===== src/rtl/alu_serial_pkg.sv =====
// Shared types and constants for the bit-serial ALU sequencer.
// Control field positions and op codes describe the 4-bit ctrl word.
package alu_serial_pkg;

    parameter int unsigned DefaultWidth = 32;

    typedef enum logic [1:0] {
        StIdle,
        StRun,
        StCmp,
        StDone
    } state_e;

    localparam int unsigned CtrlAInv = 3;
    localparam int unsigned CtrlBInv = 2;

    localparam logic [1:0] OP_AND = 2'b00;
    localparam logic [1:0] OP_OR  = 2'b01;
    localparam logic [1:0] OP_ADD = 2'b10;
    localparam logic [1:0] OP_SET = 2'b11;

endpackage


===== src/rtl/alu_serial_decode.sv =====
// Combinational decode of the control word and sequencer state into
// slice inversion/op controls and the carry seeded at operation start.
module alu_serial_decode
    import alu_serial_pkg::*;
(
    input  state_e     state_i,
    input  logic [3:0] ctrl_i,
    output logic       a_inv_o,
    output logic       b_inv_o,
    output logic [1:0] op_o,
    output logic       init_carry_o
);

    always_comb begin
        a_inv_o      = 1'b0;
        b_inv_o      = 1'b0;
        op_o         = OP_AND;
        init_carry_o = ctrl_i[CtrlBInv];
        unique case (state_i)
            StRun: begin
                a_inv_o = ctrl_i[CtrlAInv];
                b_inv_o = ctrl_i[CtrlBInv];
                // SET runs the bit loop as a subtraction; the compare happens in CMP.
                op_o    = (ctrl_i[1:0] == OP_SET) ? OP_ADD : ctrl_i[1:0];
            end
            StCmp:   op_o = OP_SET;
            default: ;
        endcase
    end

endmodule


===== src/rtl/alu_serial_seq.sv =====
// Bit-serial sequencer driving one external 1-bit ALU slice, LSB first,
// with a start/done handshake towards the datapath.
module alu_serial_seq
    import alu_serial_pkg::*;
#(
    parameter int unsigned WIDTH = DefaultWidth
) (
    input  logic             clk_i,
    input  logic             rst_n,
    input  logic             start_i,
    input  logic [WIDTH-1:0] src1_i,
    input  logic [WIDTH-1:0] src2_i,
    input  logic [3:0]       ctrl_i,
    input  logic [2:0]       comp_i,
    output logic [WIDTH-1:0] result_o,
    output logic             zero_o,
    output logic             cout_o,
    output logic             overflow_o,
    output logic             busy_o,
    output logic             done_o,
    output logic             sl_src1_o,
    output logic             sl_src2_o,
    output logic             sl_less_o,
    output logic             sl_equal_o,
    output logic             sl_a_inv_o,
    output logic             sl_b_inv_o,
    output logic             sl_cin_o,
    output logic [1:0]       sl_op_o,
    output logic [2:0]       sl_comp_o,
    input  logic             sl_result_i,
    input  logic             sl_cout_i
);

    localparam int unsigned CntW = $clog2(WIDTH);
    localparam logic [CntW-1:0] LastBit = CntW'(WIDTH - 1);

    state_e           state_q, state_d;
    logic [WIDTH-1:0] src1_q, src2_q, res_q, res_d;
    logic [3:0]       ctrl_q, ctrl_dec;
    logic [2:0]       comp_q;
    logic [CntW-1:0]  cnt_q, cnt_d;
    logic             carry_q, carry_d, cin_msb_q, cin_msb_d;
    logic             zero_q, zero_d, cout_q, cout_d, ovf_q, ovf_d;
    logic             accept, init_carry;

    assign accept   = start_i && (state_q == StIdle || state_q == StDone);
    assign ctrl_dec = busy_o ? ctrl_q : ctrl_i;

    alu_serial_decode u_decode (
        .state_i      (state_q),
        .ctrl_i       (ctrl_dec),
        .a_inv_o      (sl_a_inv_o),
        .b_inv_o      (sl_b_inv_o),
        .op_o         (sl_op_o),
        .init_carry_o (init_carry)
    );

    always_ff @(posedge clk_i or negedge rst_n) begin
        if (!rst_n) begin
            state_q <= StIdle;
        end else begin
            state_q <= state_d;
        end
    end

    always_comb begin
        state_d = state_q;
        unique case (state_q)
            StIdle: if (start_i) state_d = StRun;
            StRun: begin
                if (cnt_q == LastBit) begin
                    state_d = (ctrl_q[1:0] == OP_SET) ? StCmp : StDone;
                end
            end
            StCmp:   state_d = StDone;
            StDone:  state_d = start_i ? StRun : StIdle;
            default: state_d = StIdle;
        endcase
    end

    always_comb begin
        busy_o     = (state_q == StRun) || (state_q == StCmp);
        done_o     = (state_q == StDone);
        sl_src1_o  = 1'b0;
        sl_src2_o  = 1'b0;
        sl_cin_o   = 1'b0;
        sl_less_o  = 1'b0;
        sl_equal_o = 1'b0;
        sl_comp_o  = 3'b000;
        if (state_q == StRun) begin
            sl_src1_o = src1_q[cnt_q];
            sl_src2_o = src2_q[cnt_q];
            sl_cin_o  = carry_q;
        end
        if (state_q == StCmp) begin
            // Signed less-than: sign of the difference corrected by overflow.
            sl_less_o  = res_q[WIDTH-1] ^ cin_msb_q ^ carry_q;
            sl_equal_o = ~|res_q;
            sl_comp_o  = comp_q;
        end
    end

    always_comb begin
        res_d     = res_q;
        cnt_d     = cnt_q;
        carry_d   = carry_q;
        cin_msb_d = cin_msb_q;
        zero_d    = zero_q;
        cout_d    = cout_q;
        ovf_d     = ovf_q;
        if (accept) begin
            cnt_d   = '0;
            carry_d = init_carry;
        end else if (state_q == StRun) begin
            res_d[cnt_q] = sl_result_i;
            carry_d      = sl_cout_i;
            cnt_d        = cnt_q + 1'b1;
            if (cnt_q == LastBit) cin_msb_d = carry_q;
        end else if (state_q == StCmp) begin
            res_d = {{(WIDTH-1){1'b0}}, sl_result_i};
        end
        if (state_d == StDone && state_q != StDone) begin
            zero_d = ~|res_d;
            cout_d = ctrl_q[1] & carry_d;
            ovf_d  = (ctrl_q[1:0] == OP_ADD) & (cin_msb_d ^ carry_d);
        end
    end

    always_ff @(posedge clk_i or negedge rst_n) begin
        if (!rst_n) begin
            src1_q    <= '0;
            src2_q    <= '0;
            ctrl_q    <= '0;
            comp_q    <= '0;
            res_q     <= '0;
            cnt_q     <= '0;
            carry_q   <= 1'b0;
            cin_msb_q <= 1'b0;
            zero_q    <= 1'b0;
            cout_q    <= 1'b0;
            ovf_q     <= 1'b0;
        end else begin
            if (accept) begin
                src1_q <= src1_i;
                src2_q <= src2_i;
                ctrl_q <= ctrl_i;
                comp_q <= comp_i;
            end
            res_q     <= res_d;
            cnt_q     <= cnt_d;
            carry_q   <= carry_d;
            cin_msb_q <= cin_msb_d;
            zero_q    <= zero_d;
            cout_q    <= cout_d;
            ovf_q     <= ovf_d;
        end
    end

    assign result_o   = res_q;
    assign zero_o     = zero_q;
    assign cout_o     = cout_q;
    assign overflow_o = ovf_q;

endmodule


===== config.mk =====
export PLATFORM = sky130hd
export DESIGN_NAME = alu_serial_seq
export DESIGN_NICKNAME = d
export VERILOG_FILES = /design/src/rtl/alu_serial_pkg.sv /design/src/rtl/alu_serial_decode.sv /design/src/rtl/alu_serial_seq.sv
export SDC_FILE = /design/constraint.sdc
export NUM_CORES = 1
export LEC_CHECK = 0
export ABC_AREA = 1
export BUFFER_PORTS_ARGS = -buffer_cell sky130_fd_sc_hd__buf_2
export CAP_MARGIN = 20
export CORE_MARGIN = 2
export CORE_UTILIZATION = 50
export CTS_CLUSTER_DIAMETER = 100
export DETAILED_ROUTE_END_ITERATION = 7
export GPL_TIMING_DRIVEN = 0
export PLACE_DENSITY = 0.84
export SYNTH_ARGS = -nofsm -noshare
export SYNTH_HDL_FRONTEND = slang
export SYNTH_SLANG_ARGS = --single-unit

===== constraint.sdc =====
create_clock -name clk_i -period 2.4 [get_ports clk_i]
set_input_delay 0.12 -clock clk_i [delete_from_list [all_inputs] [get_ports clk_i]]
set_output_delay 0.12 -clock clk_i [all_outputs]
set_load 0.01 [all_outputs]

After elaboration in Yosys (flattened, before gate mapping) --
Index checks and enable logic that the tools add are counted.
Word-level totals: flip-flop bits (word level) 115
Cells by class: add/subtract/negate cells 1, $lt $le $gt $ge 2, equal/unequal tests 9, multiplexer cells 33, bitwise logic cells 5, reductions and logical operators 11
Operator list (count):
- two-way mux 32 bit | 3
- OR reduction 32 bit | 2
- bitwise mux 32 bit | 1
- two-way mux 1 bit | 17
- equality test 2 bit (second input constant) | 6
- binary-select mux 1 bit (select 5 bit) | 2
- two-way mux 5 bit | 2
- case mux 2 bit (4 select lines) | 1
- < comparator 5 x 6 -> 1 bit (second input constant) | 1
- two-way mux 2 bit | 3
- adder 5 x 1 -> 5 bit (second input constant) | 1
- demux 1 bit (select 5 bit) | 1
- equality test 5 bit (second input constant) | 1
- >= comparator 5 x 1 -> 1 bit (second input constant) | 1
- two-way mux 4 bit | 1
- case mux 2 bit (2 select lines) | 1
- logical AND 1 bit | 3
- two-way mux 3 bit | 1
- XOR 1 bit | 3
- bitwise AND 1 bit | 2
- equality test 2 x 1 -> 1 bit (second input constant) | 1
- logical NOT 1 bit | 2
- logical NOT 2 bit | 1
- logical OR 1 bit | 2
- 2 further kinds | 2

Logic depth before layout (Yosys ltp) --
word-level depth 9, gate-level depth with buffers 17

Hierarchy --
Synthesis repeated with hierarchy kept, for this count alone.
Second synthesis, totals: cell total of the unflattened synthesis 886, area, all modules 6243.5 sq um
Modules (own cells, without submodules):
- alu_serial_seq | instances 1, cells each 871, area each 6158.4 sq um, sequential area each 2877.8 sq um
- alu_serial_decode | instances 1, cells each 15, area each 85.1 sq um, sequential area each 0.0 sq um

Worst setup path before layout --
OpenSTA, ideal clock, no wires.
path kind register to register, from reg cnt_q[0], to reg zero_q (netlist: zero_o), data arrival time 2172 ps, slack 164 ps, cell stages (with the launch flop) 16, buffers on the path 3, path through dfrtp_1 clkbuf_1 inv_1 buf_1 ha_1 clkbuf_1 nand4_1 o21ai_0 nand2_1 nand2_1 nand2_1 nor2_1 nand2_1 nor2_1 nand2_1 nand2_1
On the way: cells in the longest elaborated chain, start to end 9, elaborated cells between the ends (all ways) 15, those cells by class 2 x order compare; 2 x eq/ne; 7 x mux; 4 x reduce/logical
Ends and longest elaborated chain:
- from (decl) | line alu_serial_seq.sv:41 | logic [CntW-1:0] cnt_q, cnt_d;
- from (signal assigned) | line alu_serial_seq.sv:150 | cnt_q <= cnt_d;
- < comparator 5 x 6 -> 1 bit (not written as such) / >= comparator 5 x 1 -> 1 bit (equally long branches) | line alu_serial_seq.sv:115 | res_d[cnt_q] = sl_result_i;
- logical AND 1 bit (not written as such) | line alu_serial_seq.sv:115
- two-way mux 1 bit (not written as such) | line alu_serial_seq.sv:115
- demux 1 bit (select 5 bit) | line alu_serial_seq.sv:115
- bitwise mux 32 bit | line alu_serial_seq.sv:115
- two-way mux 32 bit | line alu_serial_seq.sv:114 | end else if (state_q == StRun) begin
- two-way mux 32 bit | line alu_serial_seq.sv:111 | if (accept) begin
- OR reduction 32 bit | line alu_serial_seq.sv:123 | zero_d = ~|res_d;
- logical NOT 1 bit | line alu_serial_seq.sv:123
- to (signal assigned) | line alu_serial_seq.sv:153 | zero_q <= zero_d;
- to (decl) | line alu_serial_seq.sv:43 | logic zero_q, zero_d, cout_q, cout_d, ovf_q, ovf_d;
Parallel ways exist; a longest one is shown, timed or not. A chain may end at the register's enable or synchronous reset.

Final worst setup path --
from reg cnt_q[1], to reg zero_q (netlist: zero_o)
Same word-level chain as after synthesis.

==> summary.txt <==
Timing
  • Final Hold Fails: 0
  • Layout Skew: 0.00805 ns
  • Setup violations, final: 2
  • Unrepaired setup endpoints after global routing: yes
  • Final Worst Setup Slack: -0.0575 ns
  • Max-slew violations: 0
  • Post-route clock period utilization: 102%
  • Max-slew headroom: 51.4%
  • FMAX: 0.407 GHz
  • Tmin final: 2.46 ns
  • Slew at the pin closest to its max-slew limit: 0.730 ns
  • Setup TNS Final: -0.0745 ns

Critical path
  • R2R Setup Slk: -0.06 ns
  • Worst path arrival time: 2.82 ns
  • Most used cell, CP: nand2_1
  • CP Data Required Time: 2.76 ns
  • Crit start category: flip-flop
  • Cell Chain, Critical Path: clkinvlp_4, buf_6, ha_1, clkbuf_4, nand3_1, nand2_1, nand2_1, a21oi_1, nand2_1, nor2_1, nand2_1, nor2_2, nand2_1, nand2_1
  • End of the worst register-to-register path: zero_o
  • Cells on worst reg2reg path: 14
  • Levels on crit path: 14
  • Crit path buf inv count: 3
  • Max FO, Critical Path: 11
  • Critical Path End Type: flip-flop
  • Slowest cell on the critical path: dfrtp_2
  • Crit-path leading delay family: simple AND/OR/NAND/NOR gates
  • WS Path Type: flip-flop to flip-flop
  • CP peak stage delay: 0.46 ns
  • RR Startpoint: cnt_q[1]

Hold path
  • Hold endpoint: ctrl_q[3]
  • WHS Path Cells: 3
  • Hold_sp: ctrl_i[3]
  • Hold WC Path Type: input pin to flip-flop

Global routing
  • Gr usage total: 31.3%
  • Vias in the first global route: 6620
  • Largest net degree at the start of global routing: 62
  • Initial antenna violation count: 0
  • Grt ovf: 0
  • First-pass GRT wire length: 32.0 mm

Yosys
  • Sequential-to-total area share from yosys stat: 45.8%
  • Synth cell types: 31
  • Post-synth top area cell: dfrtp_1
  • Synthesized cell area: 6280 um^2
  • Yosys reg bits: 115
  • Largest cells by area after synthesis: dfrtp_1, nand2_1, inv_1
  • Syn avg cell area: 7.14 um^2
  • YS warnings: 0
  • Yosys top cell area share: 45.8%
  • Syn Inst Count: 879
  • Syn_nets: 964

Run
  • MaxCap Viol Count: 0

Layout
  • Cell area after layout: 8590 um^2
  • Layout cells sized above 1: 20.3%
  • Seq. cell area: 2880 um^2
  • Area growth from synthesis to layout: 36.8%
  • Final core utilization: 70.9%
  • Final nets: 1181
  • Multi-input gate area: 2920 um^2
  • # fillers: 925
  • N_diodes: 0

Routing
  • Remaining antenna violation count: 0
  • Router iterations before antenna repair: 5
  • Vias per cell: 5.35
  • Vias: 6824
  • DR iter-0 viols: 658
  • # DRC: 0
  • Routed Wire Length: 20.2 mm
  • DR WL/cell: 15.8 um

Clock tree
  • CTS HTree Levels: 4
  • Clk buf depth: 2
  • Reg clk slew, reported paths: 0.05 ns
  • Clk root buf: clkbuf_16
  • CTS tree: done
  • Skew-Pair Late Insertion Delay: 0.42 ns
  • Inserted Clock Buffers: 17
  • CTS Sinks: 115

Placed design
  • DPL Wire Length: 12.4 mm
  • Gp weighted congestion: 0.924
  • IO buf count: 124
  • Placed cell areas: 7140 um^2

Power and ir drop
  • P per Cell Area: 1220 nW/um^2
  • Logic pwr share: 43.9%
  • Internal power: 6.08 mW
  • Sw Share: 41.8%
  • Clock share of power: 24.6%
  • Seq pwr share: 31.5%
  • Switch Pwr: 4.37 mW
  • Total Power: 10.4 mW
  • Peak VDD IR: 0.715 mV
  • P_leak: 4.73 nW

Floorplan
  • Core area: 12100 um^2
  • Ports: 125
  • Starting Density: 51.8%
  • Die ar.: 13500 um^2
  • Die height: 116 um
  • DIE WIDTH: 116 um
  • Row count: 40

Run status
  • Failing checks: setup timing
  • Outcome: finished with violations
worst reg2reg max path, cell delays in order (launching register included):
cell and delay [ns]:
dfrtp_2 0.46, clkinvlp_4 0.17, buf_6 0.19, ha_1 0.23
clkbuf_4 0.23, nand3_1 0.12, nand2_1 0.09, nand2_1 0.05
a21oi_1 0.18, nand2_1 0.09, nor2_1 0.14, nand2_1 0.09
nor2_2 0.17, nand2_1 0.10, nand2_1 0.07
synthesized netlist by cell type, drive strengths merged:
master,number
o21a,2
inv,89
o22ai,16
xor2,1
clkbuf,21
buf,21
xnor2,1
ha,9
o21ai,58
nor4,3
nand4,16
nor3,6
o211ai,1
a21oi,9
nand2,394
dfrtp,115
nand3,36
nor2,64
o21bai,16
a22o,1
how the worst max path moves through the flow:
stage	startpoint	end	slack, ns
finish	cnt_q[1]	zero_o	-0.06
global route	cnt_q[0]	zero_o	-0.12
CTS	cnt_q[1]	zero_o	-0.06
detailed placement	cnt_q[1]	zero_o	-0.83
global placement	cnt_q[1]	zero_o	-0.80
floorplan	cnt_q[0]	zero_o	0.16
timing repair:
| action | CTS | global route |
|---|---|---|
| pin swaps | 0 | 2 |
| hold buffers | 71 | 0 |
| cloned | 0 | 0 |
| buffers inserted | 2 | 3 |
| hold endpoints to repair | 124 | 0 |
| endpoints found under the setup margin | 28 | 32 |
| gates resized for setup | 26 | 27 |
state kept, by name (all words and copies together) (netlist names):
| signal | count |
|---|---|
| ctrl_q | 4 |
| src2_q | 32 |
| src1_q | 32 |
| state_q | 2 |
| cin_msb_q | 1 |
| overflow_o | 1 |
| comp_q | 3 |
| cout_o | 1 |
| cnt_q | 5 |
| carry_q | 1 |
| zero_o | 1 |
| result_o | 32 |
metrics by stage:
step                      setup slack [ns]  std cells  hold slack [ns]
after CTS                          -0.0573       1274           0.0257
after detailed placement            -0.826       1172            0.227
final                              -0.0575       1276           0.0371
after global routing                -0.115       1276           0.0277
after floorplan                      0.164        879           -0.176
after global placement              -0.804       1171            0.315
per-layer routing:
metal	vias up	track usage, %	part of all wire (%)	wire length [um]
li1	3189	-	-	-
met1	3115	39.2	38	7780
met2	418	49.8	47	9580
met3	102	7.58	9.4	1900
met4	0	17.5	4.8	961
met5	-	0	0	0
cell usage in the layout (no fill, tap or decap), types with 3 or more instances in the layout:
| master | count |
|---|---|
| a21oi_1 | 9 |
| buf_2 | 134 |
| buf_4 | 13 |
| buf_6 | 5 |
| bufinv_16 | 3 |
| clkbuf_1 | 11 |
| clkbuf_16 | 17 |
| clkbuf_2 | 3 |
| clkbuf_4 | 5 |
| clkinv_2 | 3 |
| clkinvlp_4 | 3 |
| dfrtp_1 | 114 |
| dlygate4sd3_1 | 71 |
| ha_1 | 4 |
| ha_4 | 3 |
| inv_1 | 79 |
| inv_2 | 9 |
| nand2_1 | 389 |
| nand2_2 | 3 |
| nand3_1 | 36 |
| nand4_1 | 16 |
| nor2_1 | 54 |
| nor2_2 | 5 |
| nor2_4 | 3 |
| nor3_1 | 5 |
| nor4_1 | 3 |
| o21ai_0 | 49 |
| o21ai_1 | 9 |
| o21bai_1 | 15 |
| o22ai_1 | 14 |
logic make-up (layout without fill, tap and decap cells):
family / after synthesis / after routing / synth area share, %
fa+ha+maj: 9 / 9 / 1.79
compound gates: 103 / 103 / 9.49
buf+inv: 131 / 360 / 8.75
xor+xnor: 2 / 2 / 0.279
flops: 115 / 115 / 45.8
simple gates: 519 / 519 / 33.9
final cells by class:
cell class              instances  share of cell area, %
clock buffers                  22                   5.40
well taps                     168                   2.45
flip-flops and latches        115                   33.5
multi-input cells             633                   34.0
clock inverters                 9                   1.50
plain buffers                  39                   2.87
inverters                      89                   3.93
repair buffers                201                   16.3
power by group through the flow:
stage          logic [mW]  clock network [mW]  registers [mW]
2_1_floorplan        2.69                   0            3.24
3_3_place_gp         3.92                   0            3.25
3_5_place_dp         4.03                   0            3.25
4_1_cts              4.29                2.57            3.24
5_1_grt              5.04                2.69            3.37
6_report             4.58                2.57            3.29
(Power assumes the default switching activity.)
